File: src/rtl/sort_engine_param_pkg.sv
`timescale 1ns/1ps
`default_nettype none
// ============================================================================
//  Module      : sort_pkg
//  Description : Shared types and helpers for the parametrised bubble sorter:
//                FSM state encoding and the address-width calculation.
//  Revision    : 1.0  initial release
// ============================================================================
package sort_pkg;

    // Sorter FSM states; explicit 2-bit encoding
    typedef enum logic [1:0] {
        ST_IDLE = 2'd0,
        ST_SCAN = 2'd1,
        ST_FIN  = 2'd2
    } state_t;

    // Address width needed to index DEPTH words (never below one bit)
    function automatic int addr_w_calc(input int depth);
        return (depth <= 2) ? 1 : $clog2(depth);
    endfunction

endpackage
`default_nettype wire

File: src/rtl/sort_engine_param_if.sv
`timescale 1ns/1ps
`default_nettype none
// ============================================================================
//  Module      : sort_engine_param_if
//  Description : Control handshake plus dual-port memory bus of the sorter.
//                master = the sort engine, slave = controller/memory side.
//  Revision    : 1.0  initial release
// ============================================================================
interface sort_engine_param_if #(
    parameter int DATA_W = 8,
    parameter int ADDR_W = 5
);
    logic              start;
    logic              desc;
    logic              busy;
    logic              done;
    logic              pass_done;
    logic [ADDR_W-1:0] pass_cnt;
    logic [ADDR_W-1:0] addr1;
    logic [ADDR_W-1:0] addr2;
    logic [DATA_W-1:0] rd_data1;
    logic [DATA_W-1:0] rd_data2;
    logic              we;
    logic [DATA_W-1:0] wr_data1;
    logic [DATA_W-1:0] wr_data2;

    modport master (
        input  start, desc, rd_data1, rd_data2,
        output busy, done, pass_done, pass_cnt, addr1, addr2,
               we, wr_data1, wr_data2
    );

    modport slave (
        output start, desc, rd_data1, rd_data2,
        input  busy, done, pass_done, pass_cnt, addr1, addr2,
               we, wr_data1, wr_data2
    );
endinterface
`default_nettype wire

File: src/rtl/sort_engine_param_cmp_swap.sv
`timescale 1ns/1ps
`default_nettype none
// ============================================================================
//  Module      : sort_cmp_swap
//  Description : Combinational compare-swap of one adjacent pair. swap flags
//                an out-of-order pair; lo_out/hi_out are always the swapped
//                pair so the caller only has to gate the write enable.
//  Revision    : 1.0  initial release
// ============================================================================
module sort_cmp_swap #(
    parameter int DATA_W = 8,
    parameter bit SIGNED = 1'b0
) (
    input  wire logic [DATA_W-1:0] a,
    input  wire logic [DATA_W-1:0] b,
    input  wire logic              desc,
    output logic                   swap,
    output logic [DATA_W-1:0]      lo_out,
    output logic [DATA_W-1:0]      hi_out
);
    logic w_gt;
    logic w_lt;

    // Magnitude comparison, two's-complement or unsigned by parameter
    generate
        if (SIGNED) begin : g_signed
            assign w_gt = ($signed(a) > $signed(b));
            assign w_lt = ($signed(a) < $signed(b));
        end else begin : g_unsigned
            assign w_gt = (a > b);
            assign w_lt = (a < b);
        end
    endgenerate

    // Strict inequality: equal words never swap, which keeps the sort stable
    assign swap   = desc ? w_lt : w_gt;
    assign lo_out = b;
    assign hi_out = a;

endmodule
`default_nettype wire

File: src/rtl/sort_engine_param.sv
`timescale 1ns/1ps
`default_nettype none
// ============================================================================
//  Module      : sort_engine_param
//  Description : In-place bubble sorter over a dual-port async-read memory.
//                One compare-swap per cycle, shrinking pass length, early
//                exit after a swap-free pass, runtime asc/desc mode.
//  Revision    : 1.0  initial release
// ============================================================================
module sort_engine_param
    import sort_pkg::*;
#(
    parameter int DATA_W = 8,
    parameter int DEPTH  = 32,
    parameter bit SIGNED = 1'b0,
    parameter int ADDR_W = addr_w_calc(DEPTH)
) (
    input  wire logic           clk,
    input  wire logic           reset,
    sort_engine_param_if.master bus
);
    // Last pair index of pass 0 and the final permitted pass index coincide
    localparam logic [ADDR_W-1:0] c_last_k = ADDR_W'(DEPTH - 2);
    localparam logic [ADDR_W-1:0] c_one    = ADDR_W'(1);

    state_t            state_q, state_d;
    logic [ADDR_W-1:0] k_q, k_d;
    logic [ADDR_W-1:0] pass_q, pass_d;
    logic              swapped_q, swapped_d;
    logic              mode_q, mode_d;
    logic              busy_q, busy_d;
    logic              done_q, done_d;

    logic              w_swap;
    logic [DATA_W-1:0] w_lo;
    logic [DATA_W-1:0] w_hi;
    logic              w_in_scan;
    logic              w_pass_end;
    logic              w_swapped_now;

    sort_cmp_swap #(
        .DATA_W (DATA_W),
        .SIGNED (SIGNED)
    ) u_cmp (
        .a      (bus.rd_data1),
        .b      (bus.rd_data2),
        .desc   (mode_q),
        .swap   (w_swap),
        .lo_out (w_lo),
        .hi_out (w_hi)
    );

    assign w_in_scan     = (state_q == ST_SCAN);
    assign w_pass_end    = (k_q == (c_last_k - pass_q));
    assign w_swapped_now = swapped_q | w_swap;

    // Next-state logic: pair walk, pass advance, early exit, completion
    always_comb begin
        state_d   = state_q;
        k_d       = k_q;
        pass_d    = pass_q;
        swapped_d = swapped_q;
        mode_d    = mode_q;
        case (state_q)
            ST_IDLE: begin
                if (bus.start) begin
                    state_d   = ST_SCAN;
                    k_d       = '0;
                    pass_d    = '0;
                    swapped_d = 1'b0;
                    mode_d    = bus.desc;
                end
            end
            ST_SCAN: begin
                if (w_pass_end) begin
                    k_d = '0;
                    if (!w_swapped_now || (pass_q == c_last_k)) begin
                        state_d = ST_FIN;
                    end else begin
                        pass_d    = pass_q + c_one;
                        swapped_d = 1'b0;
                    end
                end else begin
                    k_d       = k_q + c_one;
                    swapped_d = w_swapped_now;
                end
            end
            ST_FIN: begin
                state_d = ST_IDLE;
            end
            default: begin
                state_d = ST_IDLE;
            end
        endcase
        busy_d = (state_d == ST_SCAN);
        done_d = (state_d == ST_FIN);
    end

    // State and counter registers; async reset clears everything at once
    always_ff @(posedge clk or posedge reset) begin
        if (reset) begin
            state_q   <= ST_IDLE;
            k_q       <= '0;
            pass_q    <= '0;
            swapped_q <= 1'b0;
            mode_q    <= 1'b0;
            busy_q    <= 1'b0;
            done_q    <= 1'b0;
        end else begin
            state_q   <= state_d;
            k_q       <= k_d;
            pass_q    <= pass_d;
            swapped_q <= swapped_d;
            mode_q    <= mode_d;
            busy_q    <= busy_d;
            done_q    <= done_d;
        end
    end

    // Outputs: write enable and write data only live while scanning, so a
    // reset (state back to IDLE) removes any pending write immediately
    assign bus.busy      = busy_q;
    assign bus.done      = done_q;
    assign bus.pass_done = w_in_scan & w_pass_end;
    assign bus.pass_cnt  = pass_q;
    assign bus.addr1     = k_q;
    assign bus.addr2     = k_q + c_one;
    assign bus.we        = w_in_scan & w_swap;
    assign bus.wr_data1  = w_in_scan ? w_lo : '0;
    assign bus.wr_data2  = w_in_scan ? w_hi : '0;

endmodule
`default_nettype wire
File: src/flat_wrapper.sv
// flat-port wrapper written by rule: the top's interface ports become plain ports
module sort_engine_param_flat import sort_pkg::*;
#(
    parameter int DATA_W = 8,
    parameter int DEPTH  = 32,
    parameter bit SIGNED = 1'b0,
    parameter int ADDR_W = addr_w_calc(DEPTH)
)
  (clk, reset, bus_start, bus_desc, bus_rd_data1, bus_rd_data2, bus_busy, bus_done, bus_pass_done, bus_pass_cnt, bus_addr1, bus_addr2, bus_we, bus_wr_data1, bus_wr_data2);
  sort_engine_param_if #(.DATA_W(DATA_W), .ADDR_W(ADDR_W)) bus_i ();
  input  wire logic clk;
  input  wire logic reset;
  input wire logic [$bits(bus_i.start)-1:0] bus_start;
  input wire logic [$bits(bus_i.desc)-1:0] bus_desc;
  input wire logic [$bits(bus_i.rd_data1)-1:0] bus_rd_data1;
  input wire logic [$bits(bus_i.rd_data2)-1:0] bus_rd_data2;
  output wire logic [$bits(bus_i.busy)-1:0] bus_busy;
  output wire logic [$bits(bus_i.done)-1:0] bus_done;
  output wire logic [$bits(bus_i.pass_done)-1:0] bus_pass_done;
  output wire logic [$bits(bus_i.pass_cnt)-1:0] bus_pass_cnt;
  output wire logic [$bits(bus_i.addr1)-1:0] bus_addr1;
  output wire logic [$bits(bus_i.addr2)-1:0] bus_addr2;
  output wire logic [$bits(bus_i.we)-1:0] bus_we;
  output wire logic [$bits(bus_i.wr_data1)-1:0] bus_wr_data1;
  output wire logic [$bits(bus_i.wr_data2)-1:0] bus_wr_data2;
  assign bus_i.start = bus_start;
  assign bus_i.desc = bus_desc;
  assign bus_i.rd_data1 = bus_rd_data1;
  assign bus_i.rd_data2 = bus_rd_data2;
  assign bus_busy = bus_i.busy;
  assign bus_done = bus_i.done;
  assign bus_pass_done = bus_i.pass_done;
  assign bus_pass_cnt = bus_i.pass_cnt;
  assign bus_addr1 = bus_i.addr1;
  assign bus_addr2 = bus_i.addr2;
  assign bus_we = bus_i.we;
  assign bus_wr_data1 = bus_i.wr_data1;
  assign bus_wr_data2 = bus_i.wr_data2;
  sort_engine_param #(.DATA_W(DATA_W), .DEPTH(DEPTH), .SIGNED(SIGNED), .ADDR_W(ADDR_W)) u_core (.clk(clk), .reset(reset), .bus(bus_i));
endmodule
File: config.mk
export PLATFORM = sky130hd
export DESIGN_NAME = sort_engine_param_flat
export DESIGN_NICKNAME = d
export VERILOG_FILES = /design/src/rtl/sort_engine_param_pkg.sv /design/src/rtl/sort_engine_param_if.sv /design/src/rtl/sort_engine_param_cmp_swap.sv /design/src/rtl/sort_engine_param.sv /design/src/flat_wrapper.sv
export SDC_FILE = /design/constraint.sdc
export NUM_CORES = 1
export LEC_CHECK = 0
export BUFFER_PORTS_ARGS = -buffer_cell sky130_fd_sc_hd__clkbuf_2
export CAP_MARGIN = 20
export CORE_MARGIN = 3
export CORE_UTILIZATION = 47
export CTS_CLUSTER_SIZE = 30
export DETAILED_ROUTE_END_ITERATION = 8
export GPL_TIMING_DRIVEN = 1
export PLACE_DENSITY = 0.76
export SLEW_MARGIN = 20
export SYNTH_ARGS = -nofsm -noshare
export SYNTH_HDL_FRONTEND = slang
export SYNTH_SLANG_ARGS = --single-unit
File: constraint.sdc
create_clock -name clk -period 2.9 [get_ports clk]
set_input_delay 0.435 -clock clk [delete_from_list [all_inputs] [get_ports clk]]
set_output_delay 0.435 -clock clk [all_outputs]
set_load 0.03 [all_outputs]
-- After elaboration in Yosys (flattened, before gate mapping)
Cells that the tools add are included.
- register bits: 16
- input bits: 20
- output and inout port bits: 35
- word-level logic and storage cells: 49
- add/subtract/negate cells: 3
- order comparisons: 2
- equal/unequal tests: 9
- multiplexer cells: 17
- bitwise logic cells: 3
- reductions and logical operators: 8
- operator list (cell ; number):
    5-bit two-way mux ; 4
    5-bit one-hot mux with 2 select lines ; 2
    8-bit two-way mux ; 2
    5-bit by 1-bit adder with 5-bit output (second input constant) ; 2
    8-bit greater-than comparator ; 1
    8-bit < comparator ; 1
    2-bit two-way mux ; 3
    2-bit inequality test (second input constant) ; 3
    5-bit == test ; 1
    5-bit == test (second input constant) ; 1
    5-bit subtractor (first input constant) ; 1
    2-bit by 1-bit == test with 1-bit output (second input constant) ; 2
    1-bit two-way mux ; 4
    2-bit one-hot mux with 2 select lines ; 1
    2-bit AND reduction ; 2
    4-bit AND reduction ; 1
    3-bit inequality test (second input constant) ; 1
    3-bit AND reduction ; 1
    1-bit AND ; 2
    2-bit == test (second input constant) ; 1
    2-bit logical NOT ; 1
    1-bit one-hot mux with 2 select lines ; 1
    2-bit nonzero test ; 1
    1-bit logical NOT ; 1
    2 further kinds ; 2

-- Longest topological paths before layout
Gate-level depths: netlist (run 1).
- word-level depth: 9
- gate-level depth with buffers: 10
- mapped depth without buffers: 10

-- Modules after synthesis
A second synthesis (run 1) with hierarchy kept.
- cell total of the unflattened synthesis: 149
- area total of the unflattened synthesis: 1356.3 um^2
- modules (own cells, without submodules) (module ; instances ; cells each ; area an instance (um^2) ; sequential area each (um^2)):
    sort_engine_param ; 1 ; 104 ; 1027.2 ; 400.4
    sort_cmp_swap ; 1 ; 45 ; 329.1 ; 0.0

-- Least setup slack after synthesis (run 1)
Ideal clock, no wire load.
- path kind: register -> register
- from: reg u_core.pass_q[0] (netlist: u_core.bus.pass_cnt[0])
- to: reg u_core.pass_q[4] (netlist: u_core.bus.pass_cnt[4])
- library setup time: 0.076 ns
- arrival time: 2.788 ns
- data required time: 2.824 ns
- slack: 0.035 ns
- cell stages (with the launch flop): 11
- path buffers: 0
- clock period less this slack: 2.865 ns
- cell sequence: dfrtp_1 > ha_1 > and3_1 > or3b_1 > a2111oi_4 > nand2_2 > inv_2 > nand2_2 > a21oi_4 > mux2_1 > o21ai_1
- word-level cells in the longest chain between the ends: 4
- elaborated cells on any way between the ends: 11
- those cells by class: add/sub: 2; eq/ne: 4; mux: 3; reduce/logical: 2
- RTL lines (item ; line ; RTL):
    start: declaration ; sort_engine_param.sv:28 ; logic [ADDR_W-1:0] pass_q, pass_d;
    start signal: assignment ; sort_engine_param.sv:112 ; pass_q <= pass_d;
    5-bit subtractor, or another cell as far along ; sort_engine_param.sv:54 ; assign w_pass_end = (k_q == (c_last_k - pass_q));
    5-bit == test, or another cell as far along ; sort_engine_param.sv:54 ;
    2-bit inequality test (no source line) or 5-bit two-way mux (tied branches) ; -- ;
    4-bit AND reduction (no source line) or 5-bit one-hot mux with 2 select lines (tied branches) ; -- ;
Parallel ways exist; a longest one is shown, timed or not. The select of a mux whose other input is x is not followed.
A chain may end at the register's enable or synchronous reset.

-- Worst setup path in the final report (run 1)
- from: reg u_core.pass_q[0] (netlist: u_core.bus.pass_cnt[0])
- to: out bus_pass_done
- word-level cells in the longest chain between the ends: 3
- RTL lines (item ; line ; RTL):
    5-bit subtractor ; sort_engine_param.sv:54 ;
    5-bit == test ; sort_engine_param.sv:54 ;
    1-bit AND ; sort_engine_param.sv:124 ; assign bus.pass_done = w_in_scan & w_pass_end;
    end: declaration ; flat_wrapper.sv:19 ; output wire logic [$bits(bus_i.pass_done)-1:0] bus_pass_done;
No other way between the ends.

==> results by group, run 1 <==
Clocking
  – Clock Path Buffers: 2
  – Clock transition at path regs: 0.09 ns
  – CTS tree: yes
  – Clock root buffer master: clkbuf_4
  – Cts bufs inserted: 3
  – H-tree Lvls: 1
  – Clock Sinks: 16
  – Clk Latency, worst-skew pair: 0.29 ns

GRT
  – Vias in the first global route: 1183
  – Total gr overflow: 0
  – GR Util All Layers: 0.200
  – Largest net degree at the start of global routing: 17
  – First-pass GRT wire length: 5240 um
  – Initial antenna violation count: 0

Logic synthesis
  – Post-synthesis cell type count: 37
  – YS warnings: 0
  – Mapped Cells: 142
  – Asr flop ratio synth: 1.00
  – Register area share after synthesis: 0.323
  – Avg Cell Area, Syn: 8.72 um^2
  – Synth Register Bits: 16
  – Synthesized cell area: 1240 um^2
  – EDFF count, synth: 0
  – Syn_nets: 173
  – Top FF cell, synth: dfrtp_1

Pwr
  – Comb pwr share: 0.669
  – Leak Pwr: 0.875 nW
  – Max VDD drop: 912 uV
  – Pwr Density: 1010 nW/um^2
  – Clock share of power: 0.091
  – Reg power frac: 0.240
  – Switching Fraction: 0.554
  – Sw power: 886 uW
  – Internal Power: 713 uW

Layout
  – Area delta synth->final: 28.1%
  – Share of cells above drive strength 1: 0.357
  – Most frequent cells in the layout: 54 x clkbuf_2, 16 x nor2_1, 15 x inv_1, 15 x dfrtp_1
  – Layout Nets: 231
  – Commonest non-fill, non-tap cell in the layout: clkbuf_2
  – Final Core Density: 0.672
  – Antenna diodes: 0

Timing
  – # setup viols final: 0
  – Post-route minimum period: 2.78 ns
  – Final hold viol count: 0
  – Setup_tns: 0 ns
  – Worst-Margin Slew: 0.616 ns
  – Skew final: 0.00553 ns
  – Final slew viol count: 0
  – Max Freq: 0.359 GHz
  – Slew HR: 0.589
  – Fin crit share: 0.960

Die
  – Initial Util: 0.525
  – IO Pins: 55
  – Die width: 57.3 um
  – Die Y: 57.3 um
  – Core ar.: 2360 um^2
  – Die area: 3290 um^2
  – Core Rows: 17

Setup path
  – Critical path depth: 7
  – Critical Path End Type: output pin
  – CP Launch Type: flop
  – Slowest cell on crit path: dfrtp_2
  – Arr. time, crit path: 2.35 ns
  – Family with the most delay on the worst path: simple AND/OR/NAND/NOR gates
  – WP buf/inv: 2
  – CP Cell Sequence: ha_2, and3_1, or3b_1, a2111oi_4, nand2_2, inv_2, clkbuf_2
  – Worst-case reg-to-reg path depth: 10
  – Maximum fanout along the worst path: 6
  – Setup Crit Path Kind: reg -> out
  – Worst Path Required: 2.47 ns
  – Slowest cell delay on critical path: 0.43 ns

Routing
  – Final ANT Viol Nets: 0
  – Drt pass-1 iters: 4
  – Routed WL per cell: 13.9 um
  – DR vias/cell: 5.37
  – Drt drc: 0
  – Post-Route WL: 3150 um
  – Iter 0 DRT Violations: 41
  – Vias post-DR: 1219

Job
  – Max-cap violation count: 0

Outcome
  – Status: complete, no violations

Hold path
  – Hold Crit Class: in -> async

Placed design
  – Hpwl dp: 2600 um
  – GP Congestion: 0.818
  – IO buf count: 54
## synthesized netlist by cell type, types with 2 or more instances
| master | n | area (um^2) |
|---|---|---|
| buf_4 | 2 | 15.0 |
| a21oi_1 | 6 | 30.0 |
| xor2_1 | 5 | 43.8 |
| and2_1 | 9 | 56.3 |
| nor2b_1 | 3 | 18.8 |
| nand2_1 | 10 | 37.5 |
| clkbuf_1 | 2 | 7.51 |
| inv_2 | 2 | 7.51 |
| dfrtp_1 | 16 | 400 |
| o31a_1 | 2 | 17.5 |
| o221ai_1 | 2 | 17.5 |
| nand2b_1 | 2 | 12.5 |
| xnor2_1 | 3 | 26.3 |
| o21ai_1 | 5 | 25.0 |
| nand3_1 | 5 | 25.0 |
| a22o_1 | 3 | 26.3 |
| nand4_1 | 3 | 18.8 |
| nand2_2 | 2 | 12.5 |
| inv_1 | 15 | 56.3 |
| o21ai_0 | 2 | 10.0 |
| a21o_1 | 2 | 15.0 |
| nor2_1 | 16 | 60.1 |
| ha_1 | 11 | 138 |
## path summary, 6_finish.rpt
| kind | start | end | slack, ns |
|---|---|---|---|
| max in group asynchronous | reset | u_core.bus.pass_cnt[0] | 2.27 |
| worst max register to register | u_core.bus.pass_cnt[0] | u_core.bus.pass_cnt[4] | 0.22 |
| worst max-delay path | u_core.bus.pass_cnt[0] | bus_pass_done | 0.12 |
| worst min-delay path | reset | u_core.bus.addr1[4] | 0.19 |
| worst min register to register | u_core.swapped_q | u_core.swapped_q | 0.54 |
| min in group clk | bus_desc | u_core.mode_q | 0.36 |
## registers in the layout, summed over array words and instances (netlist names)
| signal | flops |
|---|---|
| u_core.bus.addr1 | 5 |
| u_core.bus.busy | 1 |
| u_core.bus.done | 1 |
| u_core.bus.pass_cnt | 5 |
| u_core.mode_q | 1 |
| u_core.state_q | 2 |
| u_core.swapped_q | 1 |
## cells by family (layout without fill, tap and decap cells)
group,Yosys count,after routing,share of synthesized area
AND/OR/NAND/NOR,54,54,0.219
AO/OA/AOI/OAI,27,27,0.171
buffers and inverters,22,79,0.0737
flip-flops,16,16,0.323
adder cells (fa/ha/maj),11,11,0.111
XOR/XNOR,9,9,0.0758
multiplexers,3,3,0.0263
## timing repair
item / CTS / global route
hold buffers: 0 / 0
gates cloned: 0 / 0
setup endpoints to repair: 1 / 2
pin swaps: 0 / 1
gates resized for setup: 1 / 1
setup buffers: 0 / 2
## final cells by class
| cell class | instances | area, um^2 |
|---|---|---|
| well taps | 28 | 35.0 |
| clock buffers | 4 | 36.3 |
| repair buffers | 58 | 300 |
| inverters | 17 | 63.8 |
| flip-flops and latches | 16 | 402 |
| fillers | 205 | 774 |
| multi-input cells | 104 | 749 |
## worst register-to-register path, cell delays in order, from the launching register on
cell,delay (ns)
dfrtp_2,0.43
ha_2,0.23
and3_1,0.20
or3b_1,0.41
a2111oi_4,0.37
nand2_2,0.11
inv_2,0.10
nand2_2,0.08
a21oi_4,0.23
mux2_1,0.35
o21ai_1,0.11
## metal layers
| layer | global-route usage | share of wire | vias up | routed length (um) |
|---|---|---|---|---|
| met5 | 0 | 0 | - | 0 |
| met4 | 0.0762 | 0.029 | 0 | 92 |
| met3 | 0.0294 | 0.058 | 14 | 184 |
| met2 | 0.352 | 0.51 | 46 | 1600 |
| met1 | 0.244 | 0.40 | 564 | 1270 |
| li1 | - | - | 595 | - |
## power groups by stage
stage	Sequential [mW]	Combinational, mW	Clock, mW
2_1_floorplan	0.463	0.696	0
3_3_place_gp	0.382	1.03	0
3_5_place_dp	0.389	1.06	0
4_1_cts	0.385	1.06	0.148
5_1_grt	0.396	1.16	0.160
6_report	0.383	1.07	0.146
## metrics by stage
step	cells	hold WS (ns)	setup WS [ns]	total power, mW	area, um^2
after floorplan	142	0.349	0.0352	1.16	1240
after global placement	221	0.510	0.240	1.41	1530
after detailed placement	221	0.509	0.111	1.45	1530
after CTS	225	0.197	0.0403	1.60	1570
after global routing	227	0.229	-0.00565	1.71	1590
final	227	0.186	0.117	1.60	1590
Note: power is estimated with default switching activity, not from simulation.
==> run 2, diff against run 1 <==
--- a/config.mk
+++ b/config.mk
@@ -5,14 +5,16 @@
 export SDC_FILE = /design/constraint.sdc
 export NUM_CORES = 1
 export LEC_CHECK = 0
-export BUFFER_PORTS_ARGS = -buffer_cell sky130_fd_sc_hd__clkbuf_2
 export CAP_MARGIN = 20
 export CORE_MARGIN = 3
-export CORE_UTILIZATION = 47
+export CORE_UTILIZATION = 54
 export CTS_CLUSTER_SIZE = 30
 export DETAILED_ROUTE_END_ITERATION = 8
+export DONT_BUFFER_PORTS = 1
 export GPL_TIMING_DRIVEN = 1
-export PLACE_DENSITY = 0.76
+export PLACE_DENSITY = 0.65
+export REMOVE_ABC_BUFFERS = 1
+export SKIP_CTS_REPAIR_TIMING = 1
 export SLEW_MARGIN = 20
 export SYNTH_ARGS = -nofsm -noshare
 export SYNTH_HDL_FRONTEND = slang
==> results by group, run 2 (synthesis results as in run 1) <==
Outcome
  – Status: complete, no violations

Pwr
  – Internal Power: 656 uW (-8.0%)
  – Sw power: 838 uW (-5.5%)
  – Max VDD drop: 653 uV (-28%)
  – Comb pwr share: 0.651 (-0.018)
  – Reg power frac: 0.249 (+0.009)
  – Clock share of power: 0.099 (+0.008)
  – Switching Fraction: 0.561 (+0.00664)
  – Leak Pwr: 0.697 nW (-20%)
  – Power Total: 1.49 mW (-6.6%)
  – Pwr Density: 1080 nW/um^2 (+7.5%)

Routing
  – Drt drc: 0 (unchanged)
  – Iter 0 DRT Violations: 17 (-59%)
  – Vias post-DR: 1037 (-15%)
  – Post-Route WL: 2750 um (-13%)
  – DR vias/cell: 5.73 (+6.7%)
  – Routed WL per cell: 15.2 um (+9.6%)
  – Drt pass-1 iters: 4 (unchanged)
  – Final ANT Viol Nets: 0 (unchanged)

Setup path
  – Arr. time, crit path: 2.27 ns (-0.08 ns)
  – Family with the most delay on the worst path: simple AND/OR/NAND/NOR gates
  – Slowest cell delay on critical path: 0.43 ns (about the same)
  – Critical Path End Type: output pin
  – CP Launch Type: flop
  – Critical path depth: 7 (unchanged)
  – Worst-case reg-to-reg path depth: 10 (unchanged)
  – WP buf/inv: 2 (unchanged)
  – Slowest cell on crit path: a2111oi_4
  – CP Cell Sequence: ha_1, and3_1, or3b_1, a2111oi_4, nand2_2, inv_2, buf_4
  – R2r setup slk: 0.25 ns (+0.03 ns)
  – Maximum fanout along the worst path: 5 (-1)
  – Worst Path Required: 2.47 ns (about the same)
  – Setup Crit Path Kind: reg -> out

Timing
  – Slew HR: 0.488 (-0.101)
  – Worst-Margin Slew: 0.762 ns (+0.147 ns)
  – Max Freq: 0.370 GHz (+3.0%)
  – Skew final: 0.000969 ns (-0.00456 ns)
  – Fin crit share: 0.931 (-0.0282)
  – Setup_tns: 0 ns (unchanged)
  – Final slew viol count: 0 (unchanged)
  – Final hold viol count: 0 (unchanged)
  – Post-route minimum period: 2.70 ns (-0.0816 ns)
  – Unrepaired setup endpoints after global routing: false
  – # setup viols final: 0 (unchanged)

Hold path
  – Hold Crit Class: in -> async

Layout
  – Post-Layout Cell Count: 181 (-20%)
  – Share of cells above drive strength 1: 0.156 (-0.201)
  – Layout Nets: 186 (-19%)
  – Final Core Density: 0.669 (-0.00328)
  – Most frequent cells in the layout: 16 x nor2_1, 16 x dfrtp_1, 15 x inv_1
  – Area delta synth->final: 11.3%
  – Antenna diodes: 0 (unchanged)

Clocking
  – Clock transition at path regs: 0.09 ns (about the same)
  – Clock Sinks: 16 (unchanged)
  – CTS tree: yes
  – H-tree Lvls: 1 (unchanged)
  – Clock root buffer master: clkbuf_4
  – Cts bufs inserted: 3 (unchanged)
  – Clock Path Buffers: 2 (unchanged)
  – Clk Latency, worst-skew pair: 0.29 ns (about the same)

Placed design
  – Hpwl dp: 2210 um (-15%)
  – Cells after DPL: 177 (-20%)
  – GP Congestion: 0.838 (+2.4%)
  – IO buf count: 0 (-100%)

GRT
  – Initial antenna violation count: 0 (unchanged)
  – Largest net degree at the start of global routing: 17 (unchanged)
  – Vias in the first global route: 1001 (-15%)
  – Total gr overflow: 0 (unchanged)
  – First-pass GRT wire length: 4490 um (-14%)
  – GR Util All Layers: 0.212 (+0.0120)

Die
  – Core Rows: 16 (-1)
  – Die width: 53.9 um (-6.0%)
  – Core ar.: 2060 um^2 (-13%)
  – Die area: 2900 um^2 (-12%)
  – IO Pins: 55 (unchanged)
  – Initial Util: 0.601 (+0.0761)
  – Die Y: 53.9 um (-6.0%)

Job
  – Max-cap violation count: 0 (unchanged)
## run 2: cell count changes in the layout (fill, tap and decap cells not counted), sizes merged
cell / previous run / this run
buf: 4 / 13
clkbuf: 58 / 4
## run 2: power by group through the flow
stage | registers [mW] | logic, mW | clock network (mW)
floorplan | 0.475 | 0.671 | 0
CTS | 0.373 | 0.980 | 0.154
detailed placement | 0.377 | 0.978 | 0
finish | 0.372 | 0.973 | 0.148
global route | 0.384 | 1.05 | 0.164
global placement | 0.375 | 0.964 | 0
## run 2: cell type report
type	instances	area (um^2)
Multi-Input combinational cell	104	747
Fill cell	186	683
Sequential cell	16	400
Timing Repair Buffer	13	97.6
Inverter	17	63.8
Clock buffer	4	36.3
Tap cell	27	33.8
## run 2: worst register-to-register path, cell delays in order (launching register included)
cell and delay [ns]:
dfrtp_1 0.36, ha_1 0.22, and3_1 0.20, or3b_1 0.39
a2111oi_4 0.43, nand2_2 0.12, inv_2 0.08, nand2_2 0.07
a21oi_4 0.22, mux2_1 0.36, o21ai_1 0.12
## run 2: layer usage
| layer | vias up | routed length (um) | share of wire | track usage |
|---|---|---|---|---|
| met2 | 42 | 1260 | 0.46 | 0.335 |
| met1 | 485 | 1260 | 0.46 | 0.276 |
| met3 | 2 | 218 | 0.079 | 0.0803 |
| li1 | 508 | - | - | - |
| met4 | 0 | 14 | 0.0051 | 0.0383 |
| met5 | - | 0 | 0 | 0 |
## run 2: through the flow
stage                     setup WS (ns)  cell area (um^2)  hold WS (ns)
after floorplan                  0.0188              1210         0.349
after global placement            0.362              1340         0.424
after detailed placement          0.298              1340         0.438
after CTS                         0.198              1380         0.114
after global routing             0.0336              1380         0.129
final                             0.199              1380         0.108
## run 2: final timing paths
path / startpoint / end
setup / recovery: u_core.bus.pass_cnt[0] / bus_pass_done
hold reg to reg: u_core.swapped_q / u_core.swapped_q
min in group clk: bus_desc / u_core.mode_q
setup reg to reg: u_core.bus.pass_cnt[0] / u_core.bus.pass_cnt[4]
max in group asynchronous: reset / u_core.bus.pass_cnt[3]
hold / removal: reset / u_core.bus.addr1[0]
